## config.mk

```make
export PLATFORM = sky130hd
export DESIGN_NAME = sram_fetch_arbiter_flat
export DESIGN_NICKNAME = d
export VERILOG_FILES = /design/src/rtl/sram_fetch_arbiter_if.sv /design/src/rtl/sram_fetch_arbiter.sv /design/src/flat_wrapper.sv
export SDC_FILE = /design/constraint.sdc
export NUM_CORES = 1
export LEC_CHECK = 0
export ABC_CLOCK_PERIOD_IN_PS = 8310
export CORE_MARGIN = 5
export CORE_UTILIZATION = 35
export CTS_CLUSTER_SIZE = 16
export DETAILED_ROUTE_END_ITERATION = 12
export GPL_TIMING_DRIVEN = 0
export PLACE_DENSITY_LB_ADDON = 0.05
export SLEW_MARGIN = 5
export SYNTH_ARGS = -nofsm -noshare
export SYNTH_HDL_FRONTEND = slang
export SYNTH_SLANG_ARGS = --single-unit
```

## constraint.sdc

```tcl
create_clock -name CLK -period 8.31 [get_ports CLK]
set_input_delay 1.662 -clock CLK [delete_from_list [all_inputs] [get_ports CLK]]
set_output_delay 1.662 -clock CLK [all_outputs]
set_load 0.02 [all_outputs]
```

## src/rtl/sram_fetch_arbiter_if.sv

```systemverilog
// sram_fetch_arbiter_if
// Requester-side bus of the SRAM fetch arbiter. The voice players sit on the
// master modport; the arbiter sits on the slave modport.
//   REQ       level read request, one bit per requester
//   REQ_ADDR  flattened addresses, requester i at [i*ADDR_W +: ADDR_W]
//   ACK       one-hot pulse, request accepted
//   RD_VALID  one-hot pulse, RD_DATA belongs to that requester
//   RD_DATA   last captured SRAM word, held until the next capture
//   BUSY      a read is in flight
interface sram_fetch_arbiter_if #(
  parameter int NUM_REQ = 4,
  parameter int ADDR_W  = 18,
  parameter int DATA_W  = 16
);
  logic [NUM_REQ-1:0]        REQ;
  logic [NUM_REQ*ADDR_W-1:0] REQ_ADDR;
  logic [NUM_REQ-1:0]        ACK;
  logic [NUM_REQ-1:0]        RD_VALID;
  logic [DATA_W-1:0]         RD_DATA;
  logic                      BUSY;

  modport master (output REQ, REQ_ADDR, input ACK, RD_VALID, RD_DATA, BUSY);
  modport slave  (input REQ, REQ_ADDR, output ACK, RD_VALID, RD_DATA, BUSY);
endinterface

```

## src/rtl/sram_fetch_arbiter.sv

```systemverilog
// sram_fetch_arbiter
// Shares one read-only SRAM between NUM_REQ instruction-fetch requesters.
// Round-robin arbitration, one read in flight at a time, fixed access wait of
// WAIT_CYCLES edges between driving SRAM_A and capturing SRAM_D.
// Ports:
//   CLK, RST_N      clock (rising edge), asynchronous active-low reset
//   bus             sram_fetch_arbiter_if.slave (REQ/REQ_ADDR in,
//                   ACK/RD_VALID/RD_DATA/BUSY out)
//   SRAM_A          registered SRAM address, holds its value while idle
//   SRAM_D          SRAM read data
//   SRAM_WE/CE/OE/LB/UB  fixed 1/0/0/0/0: read-only, both bytes enabled
// Optional build macro SRAM_FETCH_STATS_EN adds:
//   FETCH_CNT       saturating count of completed reads
//   MAX_WAIT        saturating maximum of cycles a requester held REQ before ACK
module sram_fetch_arbiter #(
  parameter int NUM_REQ     = 4,
  parameter int ADDR_W      = 18,
  parameter int DATA_W      = 16,
  parameter int WAIT_CYCLES = 2
) (
  input  logic                CLK,
  input  logic                RST_N,
  sram_fetch_arbiter_if.slave bus,
  output logic [ADDR_W-1:0]   SRAM_A,
  input  logic [DATA_W-1:0]   SRAM_D,
  output logic                SRAM_WE,
  output logic                SRAM_CE,
  output logic                SRAM_OE,
  output logic                SRAM_LB,
  output logic                SRAM_UB
`ifdef SRAM_FETCH_STATS_EN
  ,
  output logic [15:0]         FETCH_CNT,
  output logic [15:0]         MAX_WAIT
`endif
);

  localparam int IDX_W = (NUM_REQ > 1) ? $clog2(NUM_REQ) : 1;
  localparam int CNT_W = (WAIT_CYCLES > 1) ? $clog2(WAIT_CYCLES) : 1;

  typedef enum logic {ST_IDLE, ST_WAIT} state_t;

  state_t             state_q, state_n;
  logic [NUM_REQ-1:0] ack_q, ack_n;
  logic [NUM_REQ-1:0] rd_valid_q, rd_valid_n;
  logic [DATA_W-1:0]  rd_data_q, rd_data_n;
  logic [ADDR_W-1:0]  sram_a_q, sram_a_n;
  logic [CNT_W-1:0]   cnt_q, cnt_n;
  logic [IDX_W-1:0]   last_q, last_n;
  logic               any_req;
  logic [IDX_W-1:0]   grant_idx;
  logic [IDX_W-1:0]   probe_idx;

  // Rotating-priority search: start one past the last winner and take the
  // first requester found, so every waiting requester is reached within
  // NUM_REQ grants.
  always_comb begin
    any_req   = 1'b0;
    grant_idx = last_q;
    probe_idx = '0;
    for (int k = 1; k <= NUM_REQ; k++) begin
      probe_idx = IDX_W'((int'(last_q) + k) % NUM_REQ);
      if (!any_req && bus.REQ[probe_idx]) begin
        any_req   = 1'b1;
        grant_idx = probe_idx;
      end
    end
  end

  // State and output registers. Everything the requesters see is registered,
  // so ACK and RD_VALID are clean single-cycle pulses.
  always_ff @(posedge CLK or negedge RST_N) begin
    if (!RST_N) begin
      state_q    <= ST_IDLE;
      ack_q      <= '0;
      rd_valid_q <= '0;
      rd_data_q  <= '0;
      sram_a_q   <= '0;
      cnt_q      <= '0;
      last_q     <= IDX_W'(NUM_REQ - 1);
    end else begin
      state_q    <= state_n;
      ack_q      <= ack_n;
      rd_valid_q <= rd_valid_n;
      rd_data_q  <= rd_data_n;
      sram_a_q   <= sram_a_n;
      cnt_q      <= cnt_n;
      last_q     <= last_n;
    end
  end

  // Next-state logic. IDLE launches a read for the arbitration winner; WAIT
  // counts access edges and captures SRAM_D on the last one. The winner index
  // stays in last_q for the whole read, so it also steers RD_VALID.
  always_comb begin
    state_n    = state_q;
    ack_n      = '0;
    rd_valid_n = '0;
    rd_data_n  = rd_data_q;
    sram_a_n   = sram_a_q;
    cnt_n      = cnt_q;
    last_n     = last_q;
    case (state_q)
      ST_IDLE: begin
        if (any_req) begin
          sram_a_n         = bus.REQ_ADDR[grant_idx*ADDR_W +: ADDR_W];
          ack_n[grant_idx] = 1'b1;
          last_n           = grant_idx;
          cnt_n            = '0;
          state_n          = ST_WAIT;
        end
      end
      ST_WAIT: begin
        if (cnt_q == CNT_W'(WAIT_CYCLES - 1)) begin
          rd_data_n          = SRAM_D;
          rd_valid_n[last_q] = 1'b1;
          state_n            = ST_IDLE;
        end else begin
          cnt_n = cnt_q + CNT_W'(1);
        end
      end
      default: state_n = ST_IDLE;
    endcase
  end

  assign bus.ACK      = ack_q;
  assign bus.RD_VALID = rd_valid_q;
  assign bus.RD_DATA  = rd_data_q;
  assign bus.BUSY     = (state_q == ST_WAIT);
  assign SRAM_A       = sram_a_q;
  assign SRAM_WE      = 1'b1;
  assign SRAM_CE      = 1'b0;
  assign SRAM_OE      = 1'b0;
  assign SRAM_LB      = 1'b0;
  assign SRAM_UB      = 1'b0;

`ifdef SRAM_FETCH_STATS_EN
  logic [15:0] fetch_cnt_q;
  logic [15:0] max_wait_q;
  logic [15:0] wait_q [NUM_REQ];

  // Per-requester wait counters count edges where REQ was high but another
  // requester (or nobody, while busy) was served. On the granting edge the
  // counter is folded into the running maximum and cleared.
  always_ff @(posedge CLK or negedge RST_N) begin
    if (!RST_N) begin
      fetch_cnt_q <= '0;
      max_wait_q  <= '0;
      for (int i = 0; i < NUM_REQ; i++) wait_q[i] <= '0;
    end else begin
      if (|rd_valid_n && fetch_cnt_q != 16'hFFFF) fetch_cnt_q <= fetch_cnt_q + 16'd1;
      for (int i = 0; i < NUM_REQ; i++) begin
        if (ack_n[i]) begin
          if (wait_q[i] > max_wait_q) max_wait_q <= wait_q[i];
          wait_q[i] <= '0;
        end else if (bus.REQ[i]) begin
          if (wait_q[i] != 16'hFFFF) wait_q[i] <= wait_q[i] + 16'd1;
        end else begin
          wait_q[i] <= '0;
        end
      end
    end
  end

  assign FETCH_CNT = fetch_cnt_q;
  assign MAX_WAIT  = max_wait_q;
`endif

endmodule

```

## src/flat_wrapper.sv

```systemverilog
// flat-port wrapper written by rule: the top's interface ports become plain ports
module sram_fetch_arbiter_flat 
#(
  parameter int NUM_REQ     = 4,
  parameter int ADDR_W      = 18,
  parameter int DATA_W      = 16,
  parameter int WAIT_CYCLES = 2
)
  (CLK, RST_N, SRAM_A, SRAM_D, SRAM_WE, SRAM_CE, SRAM_OE, SRAM_LB, SRAM_UB, bus_REQ, bus_REQ_ADDR, bus_ACK, bus_RD_VALID, bus_RD_DATA, bus_BUSY);
  sram_fetch_arbiter_if #(.NUM_REQ(NUM_REQ), .ADDR_W(ADDR_W), .DATA_W(DATA_W)) bus_i ();
  input  logic CLK;
  input  logic RST_N;
  output logic [ADDR_W-1:0] SRAM_A;
  input  logic [DATA_W-1:0] SRAM_D;
  output logic SRAM_WE;
  output logic SRAM_CE;
  output logic SRAM_OE;
  output logic SRAM_LB;
  output logic SRAM_UB;
  input wire logic [$bits(bus_i.REQ)-1:0] bus_REQ;
  input wire logic [$bits(bus_i.REQ_ADDR)-1:0] bus_REQ_ADDR;
  output wire logic [$bits(bus_i.ACK)-1:0] bus_ACK;
  output wire logic [$bits(bus_i.RD_VALID)-1:0] bus_RD_VALID;
  output wire logic [$bits(bus_i.RD_DATA)-1:0] bus_RD_DATA;
  output wire logic [$bits(bus_i.BUSY)-1:0] bus_BUSY;
  assign bus_i.REQ = bus_REQ;
  assign bus_i.REQ_ADDR = bus_REQ_ADDR;
  assign bus_ACK = bus_i.ACK;
  assign bus_RD_VALID = bus_i.RD_VALID;
  assign bus_RD_DATA = bus_i.RD_DATA;
  assign bus_BUSY = bus_i.BUSY;
  sram_fetch_arbiter #(.NUM_REQ(NUM_REQ), .ADDR_W(ADDR_W), .DATA_W(DATA_W), .WAIT_CYCLES(WAIT_CYCLES)) u_core (.CLK(CLK), .RST_N(RST_N), .bus(bus_i), .SRAM_A(SRAM_A), .SRAM_D(SRAM_D), .SRAM_WE(SRAM_WE), .SRAM_CE(SRAM_CE), .SRAM_OE(SRAM_OE), .SRAM_LB(SRAM_LB), .SRAM_UB(SRAM_UB));
endmodule
```

**Yosys cells after proc, flatten, opt, wreduce, memory -nomap -nowiden**

Cells that the tools add are included.

- $add $sub $neg: 5
- $mul: 1
- Magnitude comparators: 8
- Equality and inequality tests: 1
- Shift-type cells: 1
- Mux-type cells: 30
- Bitwise operators: 1
- Reduce and logical (&&, ||, !) cells: 10

Operators by type and width:

| operator | number |
|---|---|
| $shiftx 72x8->18 | 1 |
| $lt 2x3->1 const B | 6 |
| $mux 4 | 4 |
| $mux 1 | 14 |
| $bmux 1 s2 | 4 |
| $mux 2 | 4 |
| $mul 2x4->6 const B | 1 |
| $logic_and 1x1->1 | 5 |
| $add 2x1->2 const B | 2 |
| $add 2x2->2 const B | 2 |
| $demux 1 s2 | 2 |
| $ge 2x1->1 const B | 2 |
| $pmux 1 s2 | 2 |
| $reduce_and 2->1 | 2 |
| $logic_not 1->1 | 3 |
| $ne 2x1->1 const B | 1 |
| $add 1x1->1 const B | 1 |
| $not 1->1 | 1 |

- Register bits: 46
- Input port bits: 94
- Output and inout bits: 48
- Logic and storage cells: 64

**Logic depth before layout (Yosys ltp)**

- Depth in word-level cells: 19
- Gate-level depth with buffers: 14
- Gate-level depth less buffers: 7

**Worst setup path after synthesis**

OpenSTA, ideal clock, no wires.

- Path type: input to register
- From: input port bus_REQ[1]
- To: register u_core.sram_a_q[10] (netlist: u_core.SRAM_A[10])
- Setup time: 0.145 ns
- Data arrival time: 3.027 ns
- Required time: 8.165 ns
- Setup slack: 5.138 ns
- Cell stages on the path: 8
- Path buffers: 3
- Cell sequence: mux2_2 -> clkbuf_1 -> a211oi_1 -> a21o_1 -> buf_6 -> buf_6 -> mux2i_1 -> o221ai_1

- Word-level cells in the longest chain between the ends: 14
- Elaborated cells on any way between the ends: 25
- Classes of those cells: mul: 1; shift: 1; mux: 16; reduce/logical: 7

Ends and longest elaborated chain:

| element | RTL line | RTL |
|---|---|---|
| start, declared | flat_wrapper.sv:20 | `input wire logic [$bits(bus_i.REQ)-1:0] bus_REQ;` |
| $bmux 1 s2 | sram_fetch_arbiter.sv:63 | `if (!any_req && bus.REQ[probe_idx]) begin` |
| $mux 1 (implied by the code) | sram_fetch_arbiter.sv:63 |  |
| $mux 1 | sram_fetch_arbiter.sv:63 |  |
| $logic_not 1->1 | sram_fetch_arbiter.sv:63 |  |
| $logic_and 1x1->1 | sram_fetch_arbiter.sv:63 |  |
| $mux 1 | sram_fetch_arbiter.sv:63 |  |
| $logic_not 1->1 | sram_fetch_arbiter.sv:63 |  |
| $logic_and 1x1->1 | sram_fetch_arbiter.sv:63 |  |
| $mux 1 | sram_fetch_arbiter.sv:63 |  |
| $logic_not 1->1 | sram_fetch_arbiter.sv:63 |  |
| $logic_and 1x1->1 | sram_fetch_arbiter.sv:63 |  |
| $mux 2 | sram_fetch_arbiter.sv:63 |  |
| $mul 2x4->6 | sram_fetch_arbiter.sv:106 | `sram_a_n = bus.REQ_ADDR[grant_idx*ADDR_W +: ADDR_W];` |
| $shiftx 72x8->18 | sram_fetch_arbiter.sv:106 |  |
| end signal, assigned | sram_fetch_arbiter.sv:86 | `sram_a_q <= sram_a_n;` |
| end, declared | sram_fetch_arbiter.sv:47 | `logic [ADDR_W-1:0] sram_a_q, sram_a_n;` |

Several ways; a longest one is shown, not always the timed one. The select of a mux whose other input is x is not followed.
A chain may end at the register's enable or synchronous reset.

**Final worst setup path**

- From: register u_core.last_q[0]
- To: register u_core.sram_a_q[12] (netlist: u_core.SRAM_A[12])

- Word-level cells in the longest chain between the ends: 15
- Elaborated cells on any way between the ends: 29
- Classes of those cells: add/sub: 4; mul: 1; shift: 1; mux: 16; reduce/logical: 7

Ends and longest elaborated chain:

| element | RTL line | RTL |
|---|---|---|
| start, declared | sram_fetch_arbiter.sv:49 | `logic [IDX_W-1:0] last_q, last_n;` |
| start signal, assigned | sram_fetch_arbiter.sv:80 | `last_q <= IDX_W'(NUM_REQ - 1);` |
| start signal, assigned | sram_fetch_arbiter.sv:88 | `last_q <= last_n;` |
| $add 2x1->2 | sram_fetch_arbiter.sv:62 | `probe_idx = IDX_W'((int'(last_q) + k) % NUM_REQ);` |
| $bmux 1 s2 | sram_fetch_arbiter.sv:63 |  |
| $mux 1 (implied by the code) | sram_fetch_arbiter.sv:63 |  |
| $mux 1 | sram_fetch_arbiter.sv:63 |  |
| $logic_not 1->1 | sram_fetch_arbiter.sv:63 |  |
| $logic_and 1x1->1 | sram_fetch_arbiter.sv:63 |  |
| $mux 1 | sram_fetch_arbiter.sv:63 |  |
| $logic_not 1->1 | sram_fetch_arbiter.sv:63 |  |
| $logic_and 1x1->1 | sram_fetch_arbiter.sv:63 |  |
| $mux 1 | sram_fetch_arbiter.sv:63 |  |
| $logic_not 1->1 | sram_fetch_arbiter.sv:63 |  |
| $logic_and 1x1->1 | sram_fetch_arbiter.sv:63 |  |
| $mux 2 | sram_fetch_arbiter.sv:63 |  |
| $mul 2x4->6 | sram_fetch_arbiter.sv:106 |  |
| $shiftx 72x8->18 | sram_fetch_arbiter.sv:106 |  |

Several ways; a longest one is shown, not always the timed one. The select of a mux whose other input is x is not followed.

==> flow_metrics.py <==
metrics = {
    "outcome": {
        "status": "finished clean",
    },
    "floorplan": {
        "fp.dieW_um": 103.0,
        "rows": 34,
        "core_region_area_um2": 8593,
        "dieArea_um2": 10620,
        "fp.dieH_um": 103.0,
        "initial_utilization_pct": 35.25,
        "ios": 142,
    },
    "timing": {
        "timing.fmax_ghz": 0.2498,
        "final.setup.tns_ps": 0,
        "drv_slew": 0,
        "finClkSkew_ps": 11.83,
        "hold_violations": 0,
        "worst_pin_slew_ps": 678.5,
        "setup_violations": 0,
        "rsz0062_at_grt": "no",
        "layout_setup_ws_ps": 4307,
        "finalCritPeriodShare_pct": 48.17,
        "slew_headroom_pct": 53.47,
        "hold_ws_ps": 488.8,
        "layout_min_cycle_time_ps": 4003,
    },
    "layout": {
        "nFillCells": 781,
        "layout_common_cells": "clkdlybuf4s50_1, dfrtp_1, a211oi_1",
        "post-route-cell-area_um2": 4662,
        "instances_no_fill": 558,
        "num-nets-final": 547,
        "postLayoutCoreUtil_pct": 54.25,
        "final_common_cell": "clkdlybuf4s50_1",
        "area_growth_pct": 53.90,
        "drive_above_1_share_pct": 12.44,
        "n_antenna_cell": 0,
    },
    "worst_setup_path": {
        "crit_arrival_ps": 4150,
        "path_class": "register to register",
        "start_kind": "register",
        "endpoint_kind": "register",
        "ff2ff_setup_slack_ps": 4310,
        "required_ps": 8450,
        "crit_fanout": 11,
    },
    "routing": {
        "drtIter0Drc": 142,
        "wl_per_cell_um": 17.81,
        "via_per_inst": 5.462,
        "drc": 0,
        "vias": 3048,
        "first_pass_iters": 4,
        "routed_wirelength_um": 9938,
        "ant_nets": 0,
    },
    "clocking": {
        "cts_buffers": 5,
        "root_buffer": "clkbuf_8",
        "cts_hold_buf": 0,
        "clk_latency_ps": 300,
        "cts_tree": "yes",
        "clockBufferDepth": 2,
        "ctsResizeCount": 0,
        "cts.reportedPaths.clkPinSlew_ps": 80,
        "cts_max_level": 2,
        "post-cts-setup-buffers": 0,
        "clkSinkCount": 46,
    },
    "synth": {
        "synth_xor_area_share_pct": 0,
        "synth_fa_ha_area_share_pct": 1.652,
        "synth-async-reset-ratio_pct": 100.0,
        "synthSimpleGateAreaFrac_pct": 11.03,
        "synth_cell_type_count": 38,
        "yosysWarnings": 0,
        "synthMuxAreaShare_pct": 15.57,
        "synth-edff-count": 0,
        "synthCells": 302,
        "ys.flop_type": "dfrtp_1",
        "synth_compound_area_share_pct": 25.90,
        "synth.avg_cell_area_um2": 10.03,
        "synth_top_family_by_area": "compound AO/OA/AOI/OAI gates",
        "synth-seq-cells": 46,
        "synth.cell_area_um2": 3029,
        "yosysSeqAreaShare_pct": 38.08,
    },
    "power_and_ir_drop": {
        "pwr-share-comb_pct": 69.9,
        "p_int_mw": 1.009,
        "swShare_pct": 45.83,
        "p_total_mw": 1.862,
        "clkPwrFrac_pct": 9.0,
        "seq_power_share_pct": 21.1,
        "p_per_area_nw_per_um2": 399.4,
        "ir_worst_vdd_v": 0.0001974,
        "p_leak_nw": 1.838,
        "p_switching_mw": 0.8533,
    },
    "placed_design": {
        "pre_cts_slack_ps": 4173,
        "post-place-cells": 550,
        "io_buffers": 136,
        "dp_hpwl_um": 7721,
        "dpl_cell_area_um2": 4552,
        "routabilityCongestion": 0.8377,
    },
    "global_routing": {
        "overflow": 0,
        "grt_usage_pct": 18.20,
        "grt_max_degree": 37,
        "grt_pass1_vias": 2978,
        "antenna_found_initial": 0,
        "grt_pass1_wl_um": 15300,
    },
    "worst_hold_path": {
        "hold_path.class": "register to register",
    },
    "flow_run": {
        "cap_viol_max_count": 0,
    },
}
==> power groups by stage <==
stage	Sequential, mW	Clock (mW)	Combinational [mW]
detailed placement	0.399	0	1.31
global placement	0.394	0	1.29
global route	0.407	0.182	1.41
floorplan	0.518	0	0.705
finish	0.393	0.167	1.30
CTS	0.394	0.172	1.31
==> cells in the mapped netlist (all sizes together), types with 15 or more instances <==
library cell   n  area [um2]
dfrtp         44        1101
mux2          20       229.0
nand3b        18       135.1
a211oi        37       277.8
clkbuf        15       57.55
nand2         20       75.07
o21ai         19       95.09
o311ai        18       157.6
buf           24       155.1
mux2i         22       220.2
o221ai        18       157.7
==> cells by family after synthesis <==
family                     Yosys count
DFF                                 46
muxes                               43
AOI/OAI and AO/OA                  105
buffers and inverters               43
and+or+nand+nor                     59
other                                2
adders and majority gates            4
==> metal layers <==
layer | vias up | track usage (%) | share of wire (%)
met5 | - | 0 | 0
met2 | 135 | 28.71 | 46
li1 | 1459 | - | -
met1 | 1443 | 25.99 | 45
met3 | 11 | 3.180 | 7.1
met4 | 0 | 4.283 | 1.3
==> flip-flops by register name, summed over array words and instances (netlist names) <==
signal	flops
u_core.cnt_q	1
u_core.last_q	2
u_core.bus.RD_DATA	16
u_core.bus.ACK	4
u_core.SRAM_A	18
u_core.bus.BUSY	1
u_core.bus.RD_VALID	4
==> path summary, 6_finish.rpt <==
check                                                  start                       endpoint  depth (start not counted)
max in group asynchronous                              RST_N   u_core.last_q[0]$_DFFE_PN1P_                          2
worst max register to register  u_core.last_q[0]$_DFFE_PN1P_  u_core.SRAM_A[12]$_DFFE_PN0P_                         12
worst min register to register  u_core.SRAM_A[4]$_DFFE_PN0P_   u_core.SRAM_A[4]$_DFFE_PN0P_                          2
worst max-delay path            u_core.last_q[0]$_DFFE_PN1P_  u_core.SRAM_A[12]$_DFFE_PN0P_                         12
worst min-delay path            u_core.SRAM_A[4]$_DFFE_PN0P_   u_core.SRAM_A[4]$_DFFE_PN0P_                          2
min in group asynchronous                              RST_N   u_core.SRAM_A[2]$_DFFE_PN0P_                          1
==> critical path, stage by stage (launching register included) <==
cell,delay (ps)
dfstp_2,400
buf_6,140
inv_1,70
clkbuf_1,370
buf_1,540
ha_1,370
buf_4,190
mux2_2,280
mux2i_1,550
clkbuf_1,370
o21ai_0,150
o311ai_0,200
o221ai_1,210
==> layout make-up <==
type	count	area [um2]	share of cell area (%)
tap	108	135.1	2.899
buffer	39	212.7	4.563
clock inverter	2	37.54	0.8052
inverter	4	15.01	0.3221
clock buffer	6	72.57	1.557
timing repair buffer	137	1376	29.52
multi-input combinational	216	1659	35.59
sequential	46	1154	24.75
(Power assumes the default switching activity.)
